**src/rtl/dti_pack.sv**
```systemverilog
// Shared widths and types for the DTI page-request path.
package dti_pack;

  localparam int unsigned CUSTOM_DATA_WIDTH = 32;
  localparam int unsigned CUSTOM_KEEP_WIDTH = 4;
  localparam int unsigned TBU_NUM_WIDTH     = 4;

  // One REQ flit as carried on req_payload: data in the upper bits, keep in the lower.
  typedef struct packed {
    logic [CUSTOM_DATA_WIDTH-1:0] data;
    logic [CUSTOM_KEEP_WIDTH-1:0] keep;
  } dti_flit_t;

  typedef enum logic [1:0] {
    IDLE,
    ACCUM,
    DROP,
    OUT
  } dti_depack_state_e;

endpackage

```
**src/rtl/dti_pr_req_depack.sv**
```systemverilog
// Rebuilds one multi-beat DTI message from the REQ flit stream and hands it
// to the protocol decoder; flags and counts malformed packets.
module dti_pr_req_depack
  import dti_pack::*;
#(
  parameter int unsigned MAX_BEATS = 4,
  parameter int unsigned ERR_CNT_W = 16
) (
  input  logic                                     clk,
  input  logic                                     rst,
  input  logic                                     req_valid,
  input  logic [CUSTOM_DATA_WIDTH+CUSTOM_KEEP_WIDTH-1:0] req_payload,
  input  logic                                     req_last,
  input  logic [TBU_NUM_WIDTH-1:0]                 req_srcid,
  input  logic [TBU_NUM_WIDTH-1:0]                 req_tgtid,
  input  logic                                     req_qos,
  output logic                                     req_threshold,
  output logic                                     req_ready,
  output logic                                     msg_valid,
  output logic [MAX_BEATS*CUSTOM_DATA_WIDTH-1:0]   msg_data,
  output logic [MAX_BEATS*CUSTOM_KEEP_WIDTH-1:0]   msg_keep,
  output logic [$clog2(MAX_BEATS+1)-1:0]           msg_beats,
  output logic [TBU_NUM_WIDTH-1:0]                 msg_srcid,
  output logic [TBU_NUM_WIDTH-1:0]                 msg_tgtid,
  output logic                                     msg_err,
  input  logic                                     msg_ready,
  output logic [ERR_CNT_W-1:0]                     err_cnt
);

  localparam int unsigned CNT_W = $clog2(MAX_BEATS + 1);

  dti_depack_state_e          r_state;
  logic [CNT_W-1:0]           r_cnt;
  logic [TBU_NUM_WIDTH-1:0]   r_srcid;
  logic [TBU_NUM_WIDTH-1:0]   r_tgtid;
  logic                       r_err;
  logic [ERR_CNT_W-1:0]       r_err_cnt;
  logic                       r_msg_valid;
  logic                       r_req_ready;

  dti_flit_t                  w_flit;
  logic                       w_take;
  logic                       w_first;
  logic                       w_acc;
  logic                       w_id_diff;
  logic                       w_unused;

  assign w_flit    = req_payload;
  assign w_take    = req_valid && r_req_ready;
  assign w_first   = w_take && (r_state == IDLE);
  assign w_acc     = w_take && (r_state == ACCUM);
  assign w_id_diff = (req_srcid != r_srcid) || (req_tgtid != r_tgtid);
  assign w_unused  = req_qos;

  // Control FSM; req_ready/msg_valid are registered alongside the state.
  always_ff @(posedge clk or posedge rst) begin
    if (rst) begin
      r_state     <= IDLE;
      r_cnt       <= '0;
      r_srcid     <= '0;
      r_tgtid     <= '0;
      r_err       <= 1'b0;
      r_err_cnt   <= '0;
      r_msg_valid <= 1'b0;
      r_req_ready <= 1'b1;
    end else begin
      case (r_state)
        IDLE: begin
          if (w_take) begin
            r_cnt   <= CNT_W'(1);
            r_srcid <= req_srcid;
            r_tgtid <= req_tgtid;
            r_err   <= 1'b0;
            if (req_last) begin
              r_state     <= OUT;
              r_msg_valid <= 1'b1;
              r_req_ready <= 1'b0;
            end else begin
              r_state <= ACCUM;
            end
          end
        end
        ACCUM: begin
          if (w_take) begin
            r_cnt <= r_cnt + CNT_W'(1);
            if (w_id_diff) begin
              r_err <= 1'b1;
            end
            if (req_last) begin
              r_state     <= OUT;
              r_msg_valid <= 1'b1;
              r_req_ready <= 1'b0;
            end else if (r_cnt + CNT_W'(1) == CNT_W'(MAX_BEATS)) begin
              // Buffer full without last: the rest of the packet is discarded.
              r_err   <= 1'b1;
              r_state <= DROP;
            end
          end
        end
        DROP: begin
          if (w_take && req_last) begin
            r_state     <= OUT;
            r_msg_valid <= 1'b1;
            r_req_ready <= 1'b0;
          end
        end
        OUT: begin
          if (msg_ready) begin
            r_state     <= IDLE;
            r_msg_valid <= 1'b0;
            r_req_ready <= 1'b1;
            if (r_err && (r_err_cnt != '1)) begin
              r_err_cnt <= r_err_cnt + ERR_CNT_W'(1);
            end
          end
        end
        default: begin
          r_state     <= IDLE;
          r_msg_valid <= 1'b0;
          r_req_ready <= 1'b1;
        end
      endcase
    end
  end

  // Message buffer: one slot per beat, first flit of a message wipes the rest.
  for (genvar g = 0; g < MAX_BEATS; g++) begin : g_slot
    logic [CUSTOM_DATA_WIDTH-1:0] r_data;
    logic [CUSTOM_KEEP_WIDTH-1:0] r_keep;

    always_ff @(posedge clk or posedge rst) begin
      if (rst) begin
        r_data <= '0;
        r_keep <= '0;
      end else if (w_first) begin
        r_data <= (g == 0) ? w_flit.data : '0;
        r_keep <= (g == 0) ? w_flit.keep : '0;
      end else if (w_acc && (r_cnt == CNT_W'(g))) begin
        r_data <= w_flit.data;
        r_keep <= w_flit.keep;
      end
    end

    assign msg_data[g*CUSTOM_DATA_WIDTH +: CUSTOM_DATA_WIDTH] = r_data;
    assign msg_keep[g*CUSTOM_KEEP_WIDTH +: CUSTOM_KEEP_WIDTH] = r_keep;
  end

  assign req_threshold = 1'b1;
  assign req_ready     = r_req_ready;
  assign msg_valid     = r_msg_valid;
  assign msg_beats     = r_cnt;
  assign msg_srcid     = r_srcid;
  assign msg_tgtid     = r_tgtid;
  assign msg_err       = r_err;
  assign err_cnt       = r_err_cnt;

endmodule
```
**config.mk**
```make
export PLATFORM = sky130hd
export DESIGN_NAME = dti_pr_req_depack
export DESIGN_NICKNAME = d
export VERILOG_FILES = /design/src/rtl/dti_pack.sv /design/src/rtl/dti_pr_req_depack.sv
export SDC_FILE = /design/constraint.sdc
export NUM_CORES = 1
export LEC_CHECK = 0
export ABC_AREA = 1
export ABC_CLOCK_PERIOD_IN_PS = 11100
export CORE_ASPECT_RATIO = 0.75
export CORE_MARGIN = 5
export CORE_UTILIZATION = 53
export CTS_BUF_LIST = sky130_fd_sc_hd__clkbuf_4 sky130_fd_sc_hd__clkbuf_8
export DETAILED_ROUTE_END_ITERATION = 12
export MAX_ROUTING_LAYER = met4
export PLACE_DENSITY = 0.88
export SLEW_MARGIN = 20
export SYNTH_ARGS = -nofsm -noshare
export SYNTH_HDL_FRONTEND = slang
export SYNTH_SLANG_ARGS = --single-unit
```
**constraint.sdc**
```tcl
create_clock -name clk -period 11.1 [get_ports clk]
set_input_delay 1.665 -clock clk [delete_from_list [all_inputs] [get_ports clk]]
set_output_delay 1.665 -clock clk [all_outputs]
set_load 0.05 [all_outputs]
```
Word level (Yosys, flattened, before mapping)
Cells that the tools add are included.
- register bits after elaboration: 176
- input port bits: 50
- output and inout port bits: 175
- logic and storage cells: 101
- add/sub/neg operators: 2
- equal/unequal tests: 17
- muxes and demuxes: 43
- reductions and logical operators: 23
- operators by type and width (cell ; count):
    2-to-1 mux 32 bit ; 8
    2-to-1 mux 4 bit ; 8
    adder 16 x 1 -> 16 bit, second input constant ; 1
    != test 16 bit, second input constant ; 1
    2-to-1 mux 2 bit ; 7
    2-to-1 mux 1 bit ; 13
    nonzero test 2 bit ; 5
    logical AND 1 bit ; 9
    != test 2 bit, second input constant ; 4
    != test 4 bit ; 2
    one-hot mux 2 bit (4 select lines) ; 1
    == test 3 x 2 -> 1 bit, second input constant ; 2
    2-to-1 mux 3 bit ; 2
    one-hot mux 1 bit (3 select lines) ; 2
    one-hot mux 3 bit (2 select lines) ; 1
    AND reduction 3 bit ; 2
    AND reduction 5 bit ; 1
    == test 2 bit, second input constant ; 2
    != test 2 x 1 -> 1 bit, second input constant ; 2
    AND reduction 4 bit ; 1
    adder 3 x 1 -> 3 bit, second input constant ; 1
    == test 3 x 1 -> 1 bit, second input constant ; 1
    == test 3 bit, second input constant ; 1
    zero test 3 bit ; 1
    7 further kinds ; 7

Longest topological paths before layout
- word-level depth: 7
- depth in mapped cells: 10
- gate-level depth less buffers: 9

Least setup slack after synthesis
OpenSTA, ideal clock, no wires.
- kind: input to register
- start: in req_valid
- end: reg g_slot[2].r_data[0]
- library setup time: 0.134 ns
- data arrival time: 2.456 ns
- required time: 10.966 ns
- setup slack: 8.510 ns
- stages: 7
- buffers on the path: 2
- cell sequence: nand2_4 -> nor2_8 -> inv_2 -> buf_2 -> buf_2 -> nand3_1 -> o21ai_0
- word-level cells in the longest chain between the ends: 4
- elaborated cells on any way between the ends: 6
- those cells by class: mux: 1; reduce/logical: 5
- ends and longest elaborated chain (what ; RTL line ; text):
    from (decl) ; dti_pr_req_depack.sv:11 ; input logic req_valid,
    logical AND 1 bit * ; dti_pr_req_depack.sv:49 ; assign w_take = req_valid && r_req_ready;
    logical AND 1 bit ; dti_pr_req_depack.sv:51 ; assign w_acc = w_take && (r_state == ACCUM);
    logical AND 1 bit ; dti_pr_req_depack.sv:138 ; end else if (w_acc && (r_cnt == CNT_W'(g))) begin
    nonzero test 2 bit (no line) ; - ;
    to (signal assigned) ; dti_pr_req_depack.sv:136 ; r_data <= (g == 0) ? w_flit.data : '0;
    to (signal assigned) ; dti_pr_req_depack.sv:139 ; r_data <= w_flit.data;
    to (decl) ; dti_pr_req_depack.sv:128 ; logic [CUSTOM_DATA_WIDTH-1:0] r_data;
Every way passes the cells marked *; elsewhere a longest branch is shown, timed or not.
A chain may end at the register's enable or synchronous reset.

Worst setup path in the final report
- start: in req_valid
- end: reg g_slot[0].r_keep[1]
- word-level cells in the longest chain between the ends: 4
- elaborated cells on any way between the ends: 6
- those cells by class: mux: 1; reduce/logical: 5
- ends and longest elaborated chain (what ; RTL line ; text):
    logical AND 1 bit * ; dti_pr_req_depack.sv:49 ;
    logical AND 1 bit ; dti_pr_req_depack.sv:51 ;
    logical AND 1 bit ; dti_pr_req_depack.sv:138 ;
    nonzero test 2 bit (no line) ; - ;
    to (signal assigned) ; dti_pr_req_depack.sv:137 ; r_keep <= (g == 0) ? w_flit.keep : '0;
    to (signal assigned) ; dti_pr_req_depack.sv:140 ; r_keep <= w_flit.keep;
    to (decl) ; dti_pr_req_depack.sv:129 ; logic [CUSTOM_KEEP_WIDTH-1:0] r_keep;
Marks and branches as above.

==> flow_summary.json <==
{
  "status": "finished clean",
  "p_per_area_mw_per_mm2": 306,
  "cts_tree": "built",
  "htree_levels": 4,
  "viasPerCell": 5.15,
  "critPathSlowestCell": "nand2_2",
  "finalHoldViolations": 0,
  "vias": 6689,
  "slowest_delay_ns": 0.73,
  "fmax_mhz": 236,
  "utilization_pct": 72.5,
  "syn2layout_area_growth_pct": 34.7,
  "r2r-end": "g_slot[0].r_keep[1]",
  "reg2reg_from": "r_state[0]",
  "clkSinkCount": 176,
  "initial_utilization_pct": 53.8,
  "drv_cap": 0,
  "setup_viol": 0,
  "async_flop_share_pct": 100,
  "fin_crit_ns": 4.24,
  "grt_pass1_wl_um": 34000,
  "ctsHoldBuffers": 0,
  "synth_edf_count": 0,
  "startpoint_type": "input port",
  "cp.required_ns": 11.44,
  "die_y_um": 115,
  "yosysUniqueCellTypes": 32,
  "cp_common_cell": "nand2_1",
  "max_slew_margin_pct": 30.5,
  "antenna_found_initial": 0,
  "path_class": "in2reg",
  "hold_path_class": "reg2reg",
  "whs_path_depth": 2,
  "grt_max_degree": 108,
  "ir_drop_mv": 0.212,
  "die_w_um": 150,
  "rrSetupSlack_ns": 7.76,
  "rsz0062_at_grt": "no",
  "worst_hold_startpoint": "g_slot[1].r_data[14]",
  "synthesis.area_sq_mm": 0.00775,
  "die_area_sq_mm": 0.0172,
  "core.rowCount": 38,
  "grt.overflow.total": 0,
  "setup_tns_ns": 0,
  "synth_top_flop_cell": "dfrtp_1",
  "finalCritPeriodShare_pct": 38.2,
  "drt_iter0_markers": 450,
  "core_sq_mm": 0.0144,
  "grt_util_all_layers_pct": 26.1,
  "cts_buffers": 17,
  "drv_slew": 0,
  "diodes": 0,
  "antenna_left": 0,
  "cp.arrival_ns": 4.58,
  "synth_warnings": 0,
  "dp_hpwl_um": 14100,
  "syn_inst": 885,
  "final_nets": 1148,
  "drc_errors": 0,
  "reg2reg_depth": 9,
  "post_cts_resized": 0,
  "seq_area_sq_mm": 0.00441,
  "fillers": 1088,
  "multi_input_area_sq_mm": 0.00277,
  "path_cells": "clkdlybuf4s50_1, nand2_4, nor2_8, inv_4, buf_4, nand2_2, nand2_1, nand2_1",
  "route.detailed.wl_per_inst_um": 16.3,
  "dr.pass1.iters": 5,
  "cp_top_family": "buffers and inverters",
  "synth-seq-cells": 176,
  "cp_max_fo": 71,
  "num_io_pins": 225,
  "grt_pass1_vias": 6509,
  "avgSynthCellArea_sq_um": 8.76,
  "final_layout_size_suffix_gt1_share_pct": 5.28,
  "cts-root-buf": "clkbuf_8",
  "insertion_delay_ns": 0.46,
  "end_kind": "register",
  "io_buffer_count": 222,
  "gp_congestion": 0.848,
  "ys_seq_area_share_pct": 56.8,
  "post_cts_buffers": 0,
  "wl_um": 21200,
  "p_leak_nw": 4.98,
  "clk_path_buf_depth": 2,
  "syn_nets": 946,
  "worstMarginPinSlew_ns": 1.04,
  "holdPathEnd": "g_slot[1].r_data[14]",
  "clk_pin_slew_ns": 0.09,
  "cp.buffers_inverters": 3,
  "clock-skew-final_ns": 0.00989
}
how the worst max path moves through the flow:
stage,depth (start not counted),from,end
finish,8,req_valid,g_slot[0].r_keep[1]
floorplan,1,rst,err_cnt[0]
global route,8,req_valid,g_slot[0].r_data[1]
detailed placement,8,req_valid,g_slot[0].r_keep[1]
global placement,8,req_valid,g_slot[0].r_keep[1]
CTS,8,req_valid,g_slot[0].r_keep[1]
kinds of logic (layout without fill, tap and decap cells):
family | Yosys count | count (layout) | synth area share (%)
AO/OA/AOI/OAI | 134 | 134 | 9.25
flip-flops | 176 | 176 | 56.8
other | 1 | 1 | 0.0484
buffers and inverters | 137 | 351 | 7.50
XOR/XNOR | 12 | 12 | 1.36
adder cells (fa/ha/maj) | 11 | 11 | 1.78
AND/OR/NAND/NOR | 414 | 414 | 23.2
sequential cells by signal (all words and copies together) (netlist names):
| name | count |
|---|---|
| msg_srcid | 4 |
| msg_tgtid | 4 |
| msg_valid | 1 |
| g_slot.r_keep | 16 |
| g_slot.r_data | 128 |
| r_state | 2 |
| msg_beats | 3 |
| msg_err | 1 |
| req_ready | 1 |
| err_cnt | 16 |
cells in the final DEF (no fill, tap or decap), drive strengths merged, types with 4 or more instances in the layout:
| cell type | count |
|---|---|
| buf | 4 |
| clkbuf | 20 |
| clkdlybuf4s50 | 222 |
| clkinv | 5 |
| dfrtp | 175 |
| ha | 11 |
| inv | 95 |
| nand2 | 285 |
| nand3 | 94 |
| nand4 | 4 |
| nor2 | 30 |
| o21ai | 128 |
| xnor2 | 6 |
| xor2 | 6 |
metrics by stage:
step	cells	instance area (sq um)	total power, W	worst slack, ns	hold slack [ns]
after floorplan	885	7750	0.00215	4.66	0.606
after global placement	1268	10000	0.00272	6.44	0.471
after detailed placement	1268	10000	0.00275	6.41	0.477
after CTS	1299	10400	0.00321	6.92	0.498
after global routing	1299	10400	0.00336	6.64	0.515
final	1299	10400	0.00319	6.86	0.494
layer usage:
| metal | vias up | global-route usage [%] | share of wire (%) |
|---|---|---|---|
| met5 | - | - | 0 |
| met4 | 0 | 7.13 | 1.3 |
| met3 | 23 | 9.69 | 11 |
| met2 | 272 | 39.6 | 46 |
| met1 | 3173 | 33.3 | 42 |
| li1 | 3221 | - | - |
where the power goes:
group          switching [W]  total, W  internal, W  leakage, nW
clock network       0.000232  0.000450     0.000218        0.197
registers           0.000148   0.00102     0.000870         2.29
logic                0.00119   0.00173     0.000532         2.49
tightest hold or removal path, delay by kind of cell (launching register included):
kind	cells	cell delay, ns
DFF	1	0.35
AOI/OAI and AO/OA	1	0.06
and+or+nand+nor	1	0.05
cell usage after synthesis (3+ instances only):
cell type	instances	share of area, %
nand2_1	281	14
dfrtp_1	175	56
nand3_1	91	5.9
inv_1	90	4.4
o21ai_0	75	4.8
o21ai_1	52	3.4
nor2_1	23	1.1
buf_2	18	1.2
clkbuf_1	15	0.73
ha_1	11	1.8
buf_4	8	0.77
xnor2_1	6	0.68
xor2_1	6	0.68
inv_2	4	0.19
nand4_1	4	0.32
nand2_2	3	0.24
nor2_4	3	0.44
nor2_8	3	0.77
final cells by class:
cell class	instances	area share, %
Sequential cell	176	42.2
Multi-Input combinational cell	572	26.5
Timing Repair Buffer	226	21.6
Inverter	94	3.45
Clock buffer	20	2.64
Tap cell	200	2.40
Clock inverter	11	1.26
(Power assumes the default switching activity.)
